**src/rtl/microseq_pkg.sv**
```systemverilog
// Shared definitions for the microprogram sequencer.
// Holds the default microaddress width, the default stack depth and the
// opcode encoding driven on I_SEQ each cycle.
package microseq_pkg;

  localparam int AW_DEFAULT    = 8;
  localparam int DEPTH_DEFAULT = 4;

  typedef enum logic [2:0] {
    OP_JZ   = 3'd0,  // jump to zero, empty the stack
    OP_CJS  = 3'd1,  // conditional jump to subroutine
    OP_CJP  = 3'd2,  // conditional jump
    OP_PUSH = 3'd3,  // push uPC, conditionally load counter
    OP_RFCT = 3'd4,  // repeat loop from stack top while counter != 0
    OP_CRTN = 3'd5,  // conditional return
    OP_LDCT = 3'd6,  // load counter
    OP_CONT = 3'd7   // continue
  } opcode_e;

endpackage

```
**src/rtl/microseq_stack.sv**
```systemverilog
// LIFO of return / loop addresses for the microprogram sequencer.
// Ports:
//   clk, rst_n   : clock, asynchronous active-low reset (clears SP and entries)
//   push, pop    : one operation per cycle; pop on empty is ignored
//   clear        : empties the stack (SP <= 0), takes priority
//   push_data    : address written on push
//   top          : current top entry, 0 while empty
//   full, empty  : occupancy flags
// A push while full overwrites the top entry and leaves SP at DEPTH.
module microseq_stack #(
  parameter int AW    = 8,
  parameter int DEPTH = 4,
  parameter int SPW   = $clog2(DEPTH + 1)
) (
  input  logic          clk,
  input  logic          rst_n,
  input  logic          push,
  input  logic          pop,
  input  logic          clear,
  input  logic [AW-1:0] push_data,
  output logic [AW-1:0] top,
  output logic          full,
  output logic          empty
);

  localparam int IW = (DEPTH > 1) ? $clog2(DEPTH) : 1;

  logic [AW-1:0]  mem [DEPTH];
  logic [SPW-1:0] sp;
  logic [SPW-1:0] sp_m1;
  logic [IW-1:0]  wr_idx;
  logic [IW-1:0]  top_idx;

  assign full    = (sp == SPW'(DEPTH));
  assign empty   = (sp == '0);
  assign sp_m1   = sp - SPW'(1);
  // sp < DEPTH whenever wr_idx is used, so the truncation is exact.
  assign wr_idx  = sp[IW-1:0];
  assign top_idx = sp_m1[IW-1:0];
  assign top     = empty ? '0 : mem[top_idx];

  always_ff @(posedge clk or negedge rst_n) begin
    if (!rst_n) begin
      sp <= '0;
      for (int i = 0; i < DEPTH; i++) mem[i] <= '0;
    end else if (clear) begin
      sp <= '0;
    end else if (push) begin
      if (full) begin
        mem[top_idx] <= push_data;
      end else begin
        mem[wr_idx] <= push_data;
        sp          <= sp + SPW'(1);
      end
    end else if (pop && !empty) begin
      sp <= sp_m1;
    end
  end

endmodule

```
**src/rtl/microseq_ctrl.sv**
```systemverilog
// Microprogram sequencer controller.
// Ports:
//   CLK, RST_N : clock, asynchronous active-low reset
//   I_SEQ      : instruction for this cycle (see microseq_pkg::opcode_e)
//   D          : branch address / counter load value
//   CC_N       : active-low condition, CCEN_N high forces the condition to pass
//   CI         : carry-in added to Y when the microPC is reloaded
//   Y          : next microaddress, combinational from state and inputs
//   FULL_N     : low when the stack holds DEPTH entries
//   CNT_ZERO   : high when loop counter R is 0
// uPC always holds the address following the one currently presented, so
// a "push uPC" saves the return address of the instruction after a call.
module microseq_ctrl
  import microseq_pkg::*;
#(
  parameter int AW    = AW_DEFAULT,
  parameter int DEPTH = DEPTH_DEFAULT
) (
  input  logic          CLK,
  input  logic          RST_N,
  input  logic [2:0]    I_SEQ,
  input  logic [AW-1:0] D,
  input  logic          CC_N,
  input  logic          CCEN_N,
  input  logic          CI,
  output logic [AW-1:0] Y,
  output logic          FULL_N,
  output logic          CNT_ZERO
);

  opcode_e       op;
  logic          pass;
  logic [AW-1:0] upc;
  logic [AW-1:0] r_cnt;
  logic [AW-1:0] stack_top;
  logic          stack_full;
  logic          stack_empty;
  logic          do_push;
  logic          do_pop;
  logic          do_clear;
  logic          r_load;
  logic          r_dec;

  assign op       = opcode_e'(I_SEQ);
  assign pass     = CCEN_N | ~CC_N;
  assign FULL_N   = ~stack_full;
  assign CNT_ZERO = (r_cnt == '0);

  always_comb begin
    Y        = upc;
    do_push  = 1'b0;
    do_pop   = 1'b0;
    do_clear = 1'b0;
    r_load   = 1'b0;
    r_dec    = 1'b0;
    case (op)
      OP_JZ: begin
        Y        = '0;
        do_clear = 1'b1;
      end
      OP_CJS: begin
        if (pass) begin
          Y       = D;
          do_push = 1'b1;
        end
      end
      OP_CJP: begin
        if (pass) Y = D;
      end
      OP_PUSH: begin
        do_push = 1'b1;
        r_load  = pass;
      end
      OP_RFCT: begin
        if (!CNT_ZERO) begin
          Y     = stack_top;
          r_dec = 1'b1;
        end else begin
          do_pop = !stack_empty;
        end
      end
      OP_CRTN: begin
        if (pass) begin
          Y      = stack_top;
          do_pop = !stack_empty;
        end
      end
      OP_LDCT: r_load = 1'b1;
      OP_CONT: ;
      default: ;
    endcase
  end

  always_ff @(posedge CLK or negedge RST_N) begin
    if (!RST_N) begin
      upc   <= '0;
      r_cnt <= '0;
    end else begin
      upc <= Y + AW'(CI);
      if (r_load)     r_cnt <= D;
      else if (r_dec) r_cnt <= r_cnt - AW'(1);
    end
  end

  microseq_stack #(
    .AW    (AW),
    .DEPTH (DEPTH)
  ) u_stack (
    .clk       (CLK),
    .rst_n     (RST_N),
    .push      (do_push),
    .pop       (do_pop),
    .clear     (do_clear),
    .push_data (upc),
    .top       (stack_top),
    .full      (stack_full),
    .empty     (stack_empty)
  );

endmodule

```
**config.mk**
```make
export PLATFORM = sky130hd
export DESIGN_NAME = microseq_ctrl
export DESIGN_NICKNAME = d
export VERILOG_FILES = /design/src/rtl/microseq_pkg.sv /design/src/rtl/microseq_stack.sv /design/src/rtl/microseq_ctrl.sv
export SDC_FILE = /design/constraint.sdc
export NUM_CORES = 1
export LEC_CHECK = 0
export CORE_ASPECT_RATIO = 1.1
export CORE_MARGIN = 8
export CORE_UTILIZATION = 52
export DETAILED_ROUTE_END_ITERATION = 10
export HOLD_SLACK_MARGIN = 0.12
export PLACE_DENSITY = 0.76
export SYNTH_ARGS = -nofsm -noshare
export SYNTH_HDL_FRONTEND = slang
export SYNTH_SLANG_ARGS = --single-unit
```
**constraint.sdc**
```tcl
create_clock -name CLK -period 3 [get_ports CLK]
set_clock_uncertainty 0.2 [all_clocks]
set_input_delay 0.6 -clock CLK [delete_from_list [all_inputs] [get_ports CLK]]
set_output_delay 0.6 -clock CLK [all_outputs]
set_load 0.005 [all_outputs]
```
-- Word level (Yosys, flattened, before mapping)
Cells that the tools add are included.
- register bits after elaboration: 51
- latch bits: 0
- bits in writable memories: 0
- bits in read-only memories: 0
- output and inout bits: 10
- word-level logic and storage cells: 71
- memories: 0
- add/subtract/negate cells: 4
- $mul: 0
- div/mod/pow operators: 0
- order comparisons: 4
- equality and inequality tests: 8
- shifts and indexed selects: 0
- multiplexer cells: 30
- bitwise logic cells: 6
- reductions and logical operators: 12
- operators with widths (operator ; count):
    $mux W8 ; 10
    $bwmux W32 ; 2
    $demux W8 S2 ; 2
    $mux W32 ; 1
    $pmux W8 S4 ; 1
    $bmux W8 S2 ; 1
    $eq A3 B3 Y1 const B ; 4
    $mux W3 ; 4
    $add A8 B1 Y8 ; 1
    $logic_not A8 Y1 ; 1
    $sub A8 B1 Y8 const B ; 1
    $eq A3 B2 Y1 const B ; 2
    $ge A3 B3 Y1 const B ; 2
    $logic_not A3 Y1 ; 2
    $lt A3 B1 Y1 const B ; 2
    $mux W1 ; 6
    $not A2 Y3 ; 2
    $pmux W1 S2 ; 3
    $reduce_and A2 Y1 ; 2
    $add A3 B1 Y3 const B ; 1
    $eq A3 B1 Y1 const B ; 1
    $logic_and A1 B1 Y1 ; 3
    $ne A3 B2 Y1 const B ; 1
    $not A1 Y1 ; 3
    6 further kinds ; 6

-- Logic depth before layout (Yosys ltp)
Gate-level depths: netlist of the first run.
- depth in word-level cells: 9
- gate-level depth with buffers: 13

-- By module
Synthesis of the first run repeated with hierarchy kept, for this count alone.
- cells, all modules: 253
- area total of the unflattened synthesis: 2969.1 sq um
- modules (own cells, without submodules) (module ; times used ; cells an instance ; area each (sq um)):
    microseq_stack ; 1 ; 133 ; 1826.8
    microseq_ctrl ; 1 ; 120 ; 1142.3

-- Least setup slack after synthesis of the first run
Ideal clock, no wire load.
- kind: reg2reg
- from: register u_stack.sp[0]
- to: register upc[3]
- setup time: 124 ps
- data arrival time: 2770 ps
- required time: 2676 ps
- path slack: -94 ps
- cell stages (with the launch flop): 13
- buffers on the path: 2
- path through: dfrtp_1 -> buf_2 -> inv_1 -> ha_1 -> clkbuf_1 -> mux4_2 -> and3_1 -> a221o_1 -> ha_1 -> a21boi_1 -> nand2_1 -> xnor2_1 -> o21ai_1
- longest elaborated chain between the ends: 9
- ends and longest elaborated chain (item ; RTL line ; text):
    start, declared ; microseq_stack.sv:29 ; logic [SPW-1:0] sp;
    start signal, assigned ; microseq_stack.sv:53 ; sp <= sp + SPW'(1);
    start signal, assigned ; microseq_stack.sv:56 ; sp <= sp_m1;
    $sub A3 B1 Y3 ; microseq_stack.sv:36 ; assign sp_m1 = sp - SPW'(1);
    $not A2 Y3 (implied by the code) ; microseq_stack.sv:40 ; assign top = empty ? '0 : mem[top_idx];
    $bmux W8 S2 ; microseq_stack.sv:40 ;
    $mux W8 (implied by the code) (2 in series) ; microseq_stack.sv:40 ;
    $mux W8 (*) ; microseq_stack.sv:40 ;
    $mux W8 (on tied branches) ; microseq_ctrl.sv:83, microseq_ctrl.sv:75 ;
    $pmux W8 S4 (*) ; microseq_ctrl.sv:56 ; case (op)
    named net Y[0] ; microseq_ctrl.sv:26 ; output logic [AW-1:0] Y,
    $add A8 B1 Y8 (*) ; microseq_ctrl.sv:99 ; upc <= Y + AW'(CI);
    end signal, assigned ; microseq_ctrl.sv:99 ;
    end, declared ; microseq_ctrl.sv:33 ; logic [AW-1:0] upc;
The timed path passes the listed nets; every way through them passes the cells marked *. The select of a mux whose other input is x is not followed.
A chain may end at the register's enable or synchronous reset.

-- Worst setup path in the final report of the first run
- from: input I_SEQ[2]
- to: output Y[2]
- longest elaborated chain between the ends: 3
- ends and longest elaborated chain (item ; RTL line ; text):
    start, declared ; microseq_ctrl.sv:21 ; input logic [2:0] I_SEQ,
    $eq A3 B2 Y1 / $eq A3 B1 Y1 (equally long branches) ; microseq_ctrl.sv:56 ;
    $reduce_or A2 Y1 (no line) ; n/a ;
    $pmux W8 S4 (*) ; microseq_ctrl.sv:56 ;
    end, declared ; microseq_ctrl.sv:26 ;
Every way passes the cells marked *; elsewhere a longest branch is shown, timed or not.

==> reports/qor.tcl, run 1 <==
set qor(critPathBufInv) 3
set qor(yosys-top-cells-area) {dfrtp_1 44%, mux2_2 7.0%, nand2_1 6.5%}
set qor(failing_checks) {negative setup slack}
set qor(maxSlewViolCount) 0
set qor(grt_pass1_vias) 2590
set qor(syn-num-nets) 300
set qor(synth_area_in_adders_pct) 3.903
set qor(synth_top_family_by_area) {simple AND/OR/NAND/NOR gates}
set qor(grt.met1_usage_pct) 24.30
set qor(reg2regPathDepth) 13
set qor(detailed_place_hpwl_um) 5491
set qor(post-synth-top-area-cell) {dfrtp_1}
set qor(totalWireLength_um) 8344
set qor(max_cap_viol_count) 0
set qor(post_drt_wl_per_cell_um) 18.92
set qor(finalHoldViolCount) 0
set qor(io_buffers) 25
set qor(clk_pin_slew_ns) 0.09
set qor(synth_enable_flop_cells) 0
set qor(remaining_drc_errors) 0
set qor(grt_start_max_net_pins) 52
set qor(worstSkewPairLatency_ns) 0.30
set qor(drtAntennaViolNets) 0
set qor(worstSetupEndpointType) {primary output}
set qor(gpl.final_weighted_congestion) 0.8815
set qor(final_common_cell) {buf_4}
set qor(vias) 2605
set qor(slew_headroom_pct) 56.93
set qor(worst_hold_slack_ns) 0.1940
set qor(numCtsBuffers) 5
set qor(grt_use_met2_pct) 34.46
set qor(floorplan.initialDensity_pct) 53.83
set qor(synth-simple-area-share_pct) 16.96
set qor(vias_per_cell) 5.907
set qor(drt_first_iter_violations) 211
set qor(multi_input_area_mm2) 0.001692
set qor(dieArea_mm2) 0.008191
set qor(synth.mux.area_fraction_pct) 13.96
set qor(placed_cell_area_mm2) 0.003582
set qor(fin_ws_ns) -0.009531
set qor(cts_tree) {yes}
set qor(critical_path.reg2reg.startpoint) {r_cnt[0]}
set qor(final_nets) 390
set qor(gr-usage-all-layers_pct) 20.02
set qor(mostFrequentLayoutCells) {61 x buf_4, 51 x dfrtp_1, 49 x nand2_1}
set qor(critPathMaxFanout) 5
set qor(cts_htree_levels) 2
set qor(groute.layer.met3.usage_pct) 3.587
set qor(worst-endpoint-required_ns) 2.20
set qor(design_power_total_uw) 3089
set qor(area_delta_synth_final_pct) 37.51
set qor(grt.busiest_layer) {met2}
set qor(core_mm2) 0.005360
set qor(layout_worst_path_cycle_share_pct) 100.3
set qor(synth_seq_cells) 51
set qor(antenna_found_initial) 0
set qor(ff2ff_setup_slack_ns) 0.06
set qor(critPathMaxStageDelay_ns) 0.34
set qor(grt-ovfl-total) 0
set qor(cts_hold_buf) 0
set qor(period_needed_ns) 3.010
set qor(placement.setup.worst_slack_ns) -0.4820
set qor(rows) 28
set qor(number_of_fill_cells) 342
set qor(floorplan.io_pins) 26
set qor(firstDrtPassIters) 4
set qor(timing.critical_path.arrival_ns) 2.21
set qor(netlist_instances) 275
set qor(synth-warning-count) 0
set qor(register_area_mm2) 0.001276
set qor(floorplan.die.height_um) 94.13
set qor(min_path_type) {in -> async}
set qor(rsz0062_at_grt) {yes}
set qor(fp.dieW_um) 87.02
set qor(synthArstFlopShare_pct) 100.0
set qor(antenna_cells) 0
set qor(outcome) {finished with violations}
set qor(post_route_utilization_pct) 74.02
set qor(clock_path_buffers) 2
set qor(syn_area_per_cell_um2) 10.49
set qor(irDropWorstVdd_mv) 0.3707
set qor(powerDensity_mw_per_mm2) 778.6
set qor(mappedNetlistArea_mm2) 0.002885
set qor(netlist.area_leader.share_pct) 44.23
set qor(post_synth_xor_area_fraction_pct) 3.643
set qor(unique_masters_post_synth) 52
set qor(grt_first_pass_wirelength_um) 12940
set qor(start_kind) {input pin}
set qor(ys_dominant_reg_cell) {dfrtp_1}
set qor(design_area_mm2) 0.003968
set qor(cts_sinks) 51
set qor(reg2reg_to) {upc[3]}
set qor(synth.yosys.seq_area_share_pct) 44.23
set qor(cell_type_of_the_slowest_stage_on_the_worst_timing_path) {dlygate4sd2_1}
set qor(timing.final.setup_violations) 1
set qor(clock-root-buffer) {clkbuf_8}
set qor(standby_leakage_power_uw) 0.001778
set qor(crit_chain) {dlygate4sd2_1 -> buf_4 -> and2b_1 -> and3_1 -> or2_1 -> a31o_2 -> clkdlybuf4s15_2}
set qor(layout-drive-gt1-share_pct) 37.70
set qor(clock.fmax_ghz) 0.3323
set qor(worst_path_dominant_cell_family) {buffers and inverters}
set qor(max_slew.worst_pin.slew_ns) 0.6460
set qor(timing_worst_setup_path_type) {in -> out}
set qor(synth-compound-area-share_pct) 14.83
-- timing repair --
action / 4_1_cts / 5_1_grt
resized for setup: 43 / 16
gates cloned: 1 / 0
buffers inserted: 10 / 4
setup endpoints to repair: 8 / 12
pin swaps: 7 / 6
-- final cells by class --
cell class	instances	share of cell area (%)
Clock buffer	5	1.734
Clock inverter	3	1.198
Multi-Input combinational cell	207	42.64
Inverter	9	0.8515
Sequential cell	51	32.17
Tap cell	75	2.365
Timing Repair Buffer	91	19.05
-- where the power goes --
part	switching, uW	internal, uW	total, uW
registers	185	921	1110
clock network	232	253	485
logic	684	814	1500
-- synth_stat cells (all sizes together), types with 5 or more instances --
library cell and n:
a21oi 5, a221o 6, and3 7, dfrtp 51, ha 9, inv 9, mux2 18, mux4 8
nand2 50, nand3 8, nor2 7, nor3 7, o21ai 27, xnor2 9
-- through the flow --
step | TNS, ns | std cells
2_1_floorplan | 0 | 275
3_3_place_gp | -3.623 | 418
3_5_place_dp | -4.645 | 418
4_1_cts | -0.04271 | 437
5_1_grt | -0.1752 | 441
6_report | -0.009531 | 441
-- logic make-up (layout without fill, tap and decap cells) --
group	count (synthesis)	after routing
mux	28	28
compound gates	61	61
flops	51	51
simple gates	97	97
fa+ha+maj	9	9
xor+xnor	12	12
buf+inv	17	108
-- sequential cells by signal, indices dropped and copies added (netlist names) --
name and count:
u_stack.sp 3, upc 8, u_stack.mem 32, r_cnt 8
-- worst max path at each step --
stage | start | to | slack (ns) | depth (start not counted)
floorplan | u_stack.sp[0] | upc[3] | 0.05 | 12
global placement | I_SEQ[1] | Y[3] | -0.41 | 7
detailed placement | I_SEQ[1] | Y[3] | -0.48 | 7
CTS | r_cnt[0] | Y[6] | -0.04 | 8
global route | r_cnt[1] | upc[3] | -0.05 | 13
finish | I_SEQ[2] | Y[2] | -0.01 | 7
-- routing by layer --
layer  wire, um  part of all wire, %  vias to the layer above
met5          0                    0                        -
met4        255                  3.1                        0
met3        443                  5.3                       33
met2       4318                   52                      111
met1       3326                   40                     1273
li1           -                    -                     1188
Note: power is estimated with default switching activity, not from simulation.
==> run 2, diff against run 1 <==
PLACE_DENSITY = 0.86   (was 0.76)
==> run 2 against run 1 <==
  * The flow now finishes without violations
  * Combinational power shrank 8%
  * Setup slack gained 0.039 ns
  * First-iteration DRC count shrank 5.2%
  * Wire length grew 0.77%
  * Fmax grew 1.3%
  * Critical path type is now reg -> out
  * Largest power group unchanged
  * Highest routed layer unchanged
==> reports/qor.tcl, run 2 (synthesis gave the netlist of run 1 again) <==
set qor(outcome) {complete, no violations}
set qor(grt_pass1_vias) 2686 ;# +3.7%
set qor(reg2regPathDepth) 13 ;# unchanged
set qor(drtAntennaViolNets) 0 ;# unchanged
set qor(rsz0062_at_grt) {yes}
set qor(grt.busiest_layer) {met2}
set qor(clock-root-buffer) {clkbuf_8}
set qor(final_nets) 375 ;# -3.8%
set qor(critPathMaxStageDelay_ns) 0.41 ;# +0.07 ns
set qor(register_area_mm2) 0.001276 ;# unchanged
set qor(layout_worst_path_cycle_share_pct) 99.03 ;# -1.3 points
set qor(min_path_type) {reg -> reg}
set qor(worst_hold_slack_ns) 0.2918 ;# +0.09785 ns
set qor(cts_sinks) 51 ;# unchanged
set qor(max_slew.worst_pin.slew_ns) 0.5314 ;# -0.1146 ns
set qor(clk_pin_slew_ns) 0.11 ;# +0.02 ns
set qor(critPathMaxFanout) 8 ;# +3
set qor(clock_power_share_pct) 15.1 ;# -0.6 points
set qor(grt_start_max_net_pins) 49 ;# -5.8%
set qor(irDropWorstVdd_mv) 0.3386 ;# -8.6%
set qor(crit_chain) {inv_2 -> ha_4 -> nor3b_4 -> a31oi_1 -> buf_4 -> and3_1 -> a221o_1 -> buf_2}
set qor(antenna_cells) 0 ;# unchanged
set qor(worstSkewPairLatency_ns) 0.32 ;# +0.02 ns
set qor(cts_tree) {yes}
set qor(timing.critical_path.arrival_ns) 2.17 ;# -0.04 ns
set qor(mostFrequentLayoutCells) {51 x dfrtp_1, 49 x buf_4, 47 x nand2_1}
set qor(core_mm2) 0.005360 ;# unchanged
set qor(finalHoldViolCount) 0 ;# unchanged
set qor(gpl.final_weighted_congestion) 0.9431 ;# +7.0%
set qor(reg2reg_to) {upc[3]}
set qor(detailed_place_hpwl_um) 5634 ;# +2.6%
set qor(io_buffers) 25 ;# unchanged
set qor(design_area_mm2) 0.003779 ;# -4.8%
set qor(remaining_drc_errors) 0 ;# unchanged
set qor(crit_start) {r_cnt[0]}
set qor(layout_top_registers) {u_stack.mem x32, r_cnt x8, upc x8}
set qor(number_of_fill_cells) 374 ;# +9.4%
set qor(post_drt_wl_per_cell_um) 19.74 ;# +4.3%
set qor(ff2ff_setup_slack_ns) 0.10 ;# +0.04 ns
set qor(clock.fmax_ghz) 0.3366 ;# +1.3%
set qor(max_cap_viol_count) 0 ;# unchanged
set qor(antenna_found_initial) 0 ;# unchanged
set qor(timing.final.setup_violations) 0 ;# -1
set qor(floorplan.initialDensity_pct) 53.83 ;# unchanged
set qor(gr-usage-all-layers_pct) 20.85 ;# +0.83 points
set qor(floorplan.io_pins) 26 ;# unchanged
set qor(power.switching_fraction_pct) 37.42 ;# +1.8 points
set qor(comb_power_share_pct) 47.0 ;# -1.5 points
set qor(area_delta_synth_final_pct) 30.96
set qor(worst-endpoint-required_ns) 2.20 ;# about the same
set qor(firstDrtPassIters) 5 ;# +1
set qor(placed_cell_area_mm2) 0.003530 ;# -1.5%
set qor(timing.setup.tns_ns) 0 ;# +0.009531 ns
set qor(internal_power_uw) 1832 ;# -7.8%
set qor(standby_leakage_power_uw) 0.001703 ;# -4.2%
set qor(clock_path_buffers) 2 ;# unchanged
set qor(grt_first_pass_wirelength_um) 13330 ;# +3.0%
set qor(powerDensity_mw_per_mm2) 774.8 ;# -0.49%
set qor(critPathCapture) {Y[0]}
set qor(numCtsBuffers) 5 ;# unchanged
set qor(floorplan.die.height_um) 94.13 ;# unchanged
set qor(grt_use_met2_pct) 36.62 ;# +2.2 points
set qor(period_needed_ns) 2.971 ;# -0.03867 ns
set qor(cell_type_of_the_slowest_stage_on_the_worst_timing_path) {dfrtp_1}
set qor(slew_headroom_pct) 64.25 ;# +7.3 points
set qor(worstSetupEndpointType) {primary output}
set qor(grt.met1_usage_pct) 23.26 ;# -1.0 points
set qor(vias) 2597 ;# -0.31%
set qor(flip_flop_count_of_the_largest_register_after_layout) 32 ;# unchanged
set qor(start_kind) {flop}
set qor(maxSlewViolCount) 0 ;# unchanged
set qor(drt_first_iter_violations) 200 ;# -5.2%
set qor(seq_power_share_pct) 37.9 ;# +2.1 points
set qor(critical_path.reg2reg.startpoint) {r_cnt[0]}
set qor(fp.dieW_um) 87.02 ;# unchanged
set qor(final_common_cell) {dfrtp_1}
set qor(multi_input_area_mm2) 0.001667 ;# -1.5%
set qor(totalWireLength_um) 8408 ;# +0.77%
set qor(power_switching_uw) 1096 ;# -0.52%
set qor(dieArea_mm2) 0.008191 ;# unchanged
set qor(timing_worst_setup_path_type) {reg -> out}
set qor(rows) 28 ;# unchanged
set qor(registers.top_by_ff_count) {u_stack.mem}
set qor(cts_htree_levels) 2 ;# unchanged
set qor(grt-ovfl-total) 0 ;# unchanged
set qor(design_power_total_uw) 2928 ;# -5.2%
set qor(layout-drive-gt1-share_pct) 35.33 ;# -2.4 points
set qor(vias_per_cell) 6.096 ;# +3.2%
set qor(groute.layer.met3.usage_pct) 4.812 ;# +1.2 points
-- run 2: cell type report --
| class | count | area share [%] |
|---|---|---|
| Clock inverter | 2 | 0.3642 |
| Sequential cell | 51 | 33.77 |
| Inverter | 9 | 0.8940 |
| Tap cell | 75 | 2.483 |
| Timing Repair Buffer | 76 | 16.19 |
| Multi-Input combinational cell | 207 | 44.11 |
| Clock buffer | 6 | 2.185 |
-- run 2: worst max-delay path: cells and delay by family (launching register included) --
family | cells | cell delay (ns)
flops | 1 | 0.41
buf+inv | 3 | 0.41
simple gates | 2 | 0.46
compound gates | 2 | 0.44
fa+ha+maj | 1 | 0.13
-- run 2: worst min path at each step --
stage,start,end,depth (start not counted)
after floorplan,RST_N,r_cnt[0],0
after global placement,RST_N,u_stack.sp[2],1
after detailed placement,RST_N,u_stack.sp[2],1
after CTS,u_stack.mem[15],u_stack.mem[15],2
after global routing,u_stack.mem[30],u_stack.mem[30],1
final,u_stack.mem[15],u_stack.mem[15],2
-- run 2: power by group through the flow --
| stage | clock (uW) | sequential, uW | combinational, uW |
|---|---|---|---|
| after floorplan | 0 | 1050 | 775 |
| after global placement | 0 | 1080 | 1220 |
| after detailed placement | 0 | 1100 | 1260 |
| after CTS | 441 | 1090 | 1310 |
| after global routing | 467 | 1140 | 1500 |
| final | 441 | 1110 | 1380 |
-- run 2: timing repair --
action	CTS	global route
endpoints found under the hold margin	3	0
resized for setup	43	15
hold buffers	1	0
buffers inserted	3	3
setup endpoints to repair	11	10
pin swaps	6	5
-- run 2: layer usage --
layer  vias to the layer above  part of all wire, %
met3                        45                  7.3
li1                       1159                    -
met4                         0                  4.8
met1                      1257                   38
met5                         -                    0
met2                       136                   50
-- run 2: per-stage QoR --
step / setup slack, ns / utilization (%) / std cells
3_3_place_gp: -0.4156 / 65.85 / 411
2_1_floorplan: 0.05479 / - / 275
5_1_grt: -0.05744 / 70.49 / 426
4_1_cts: 0.002629 / 69.21 / 423
3_5_place_dp: -0.4988 / 65.85 / 411
6_report: 0.02914 / 70.49 / 426
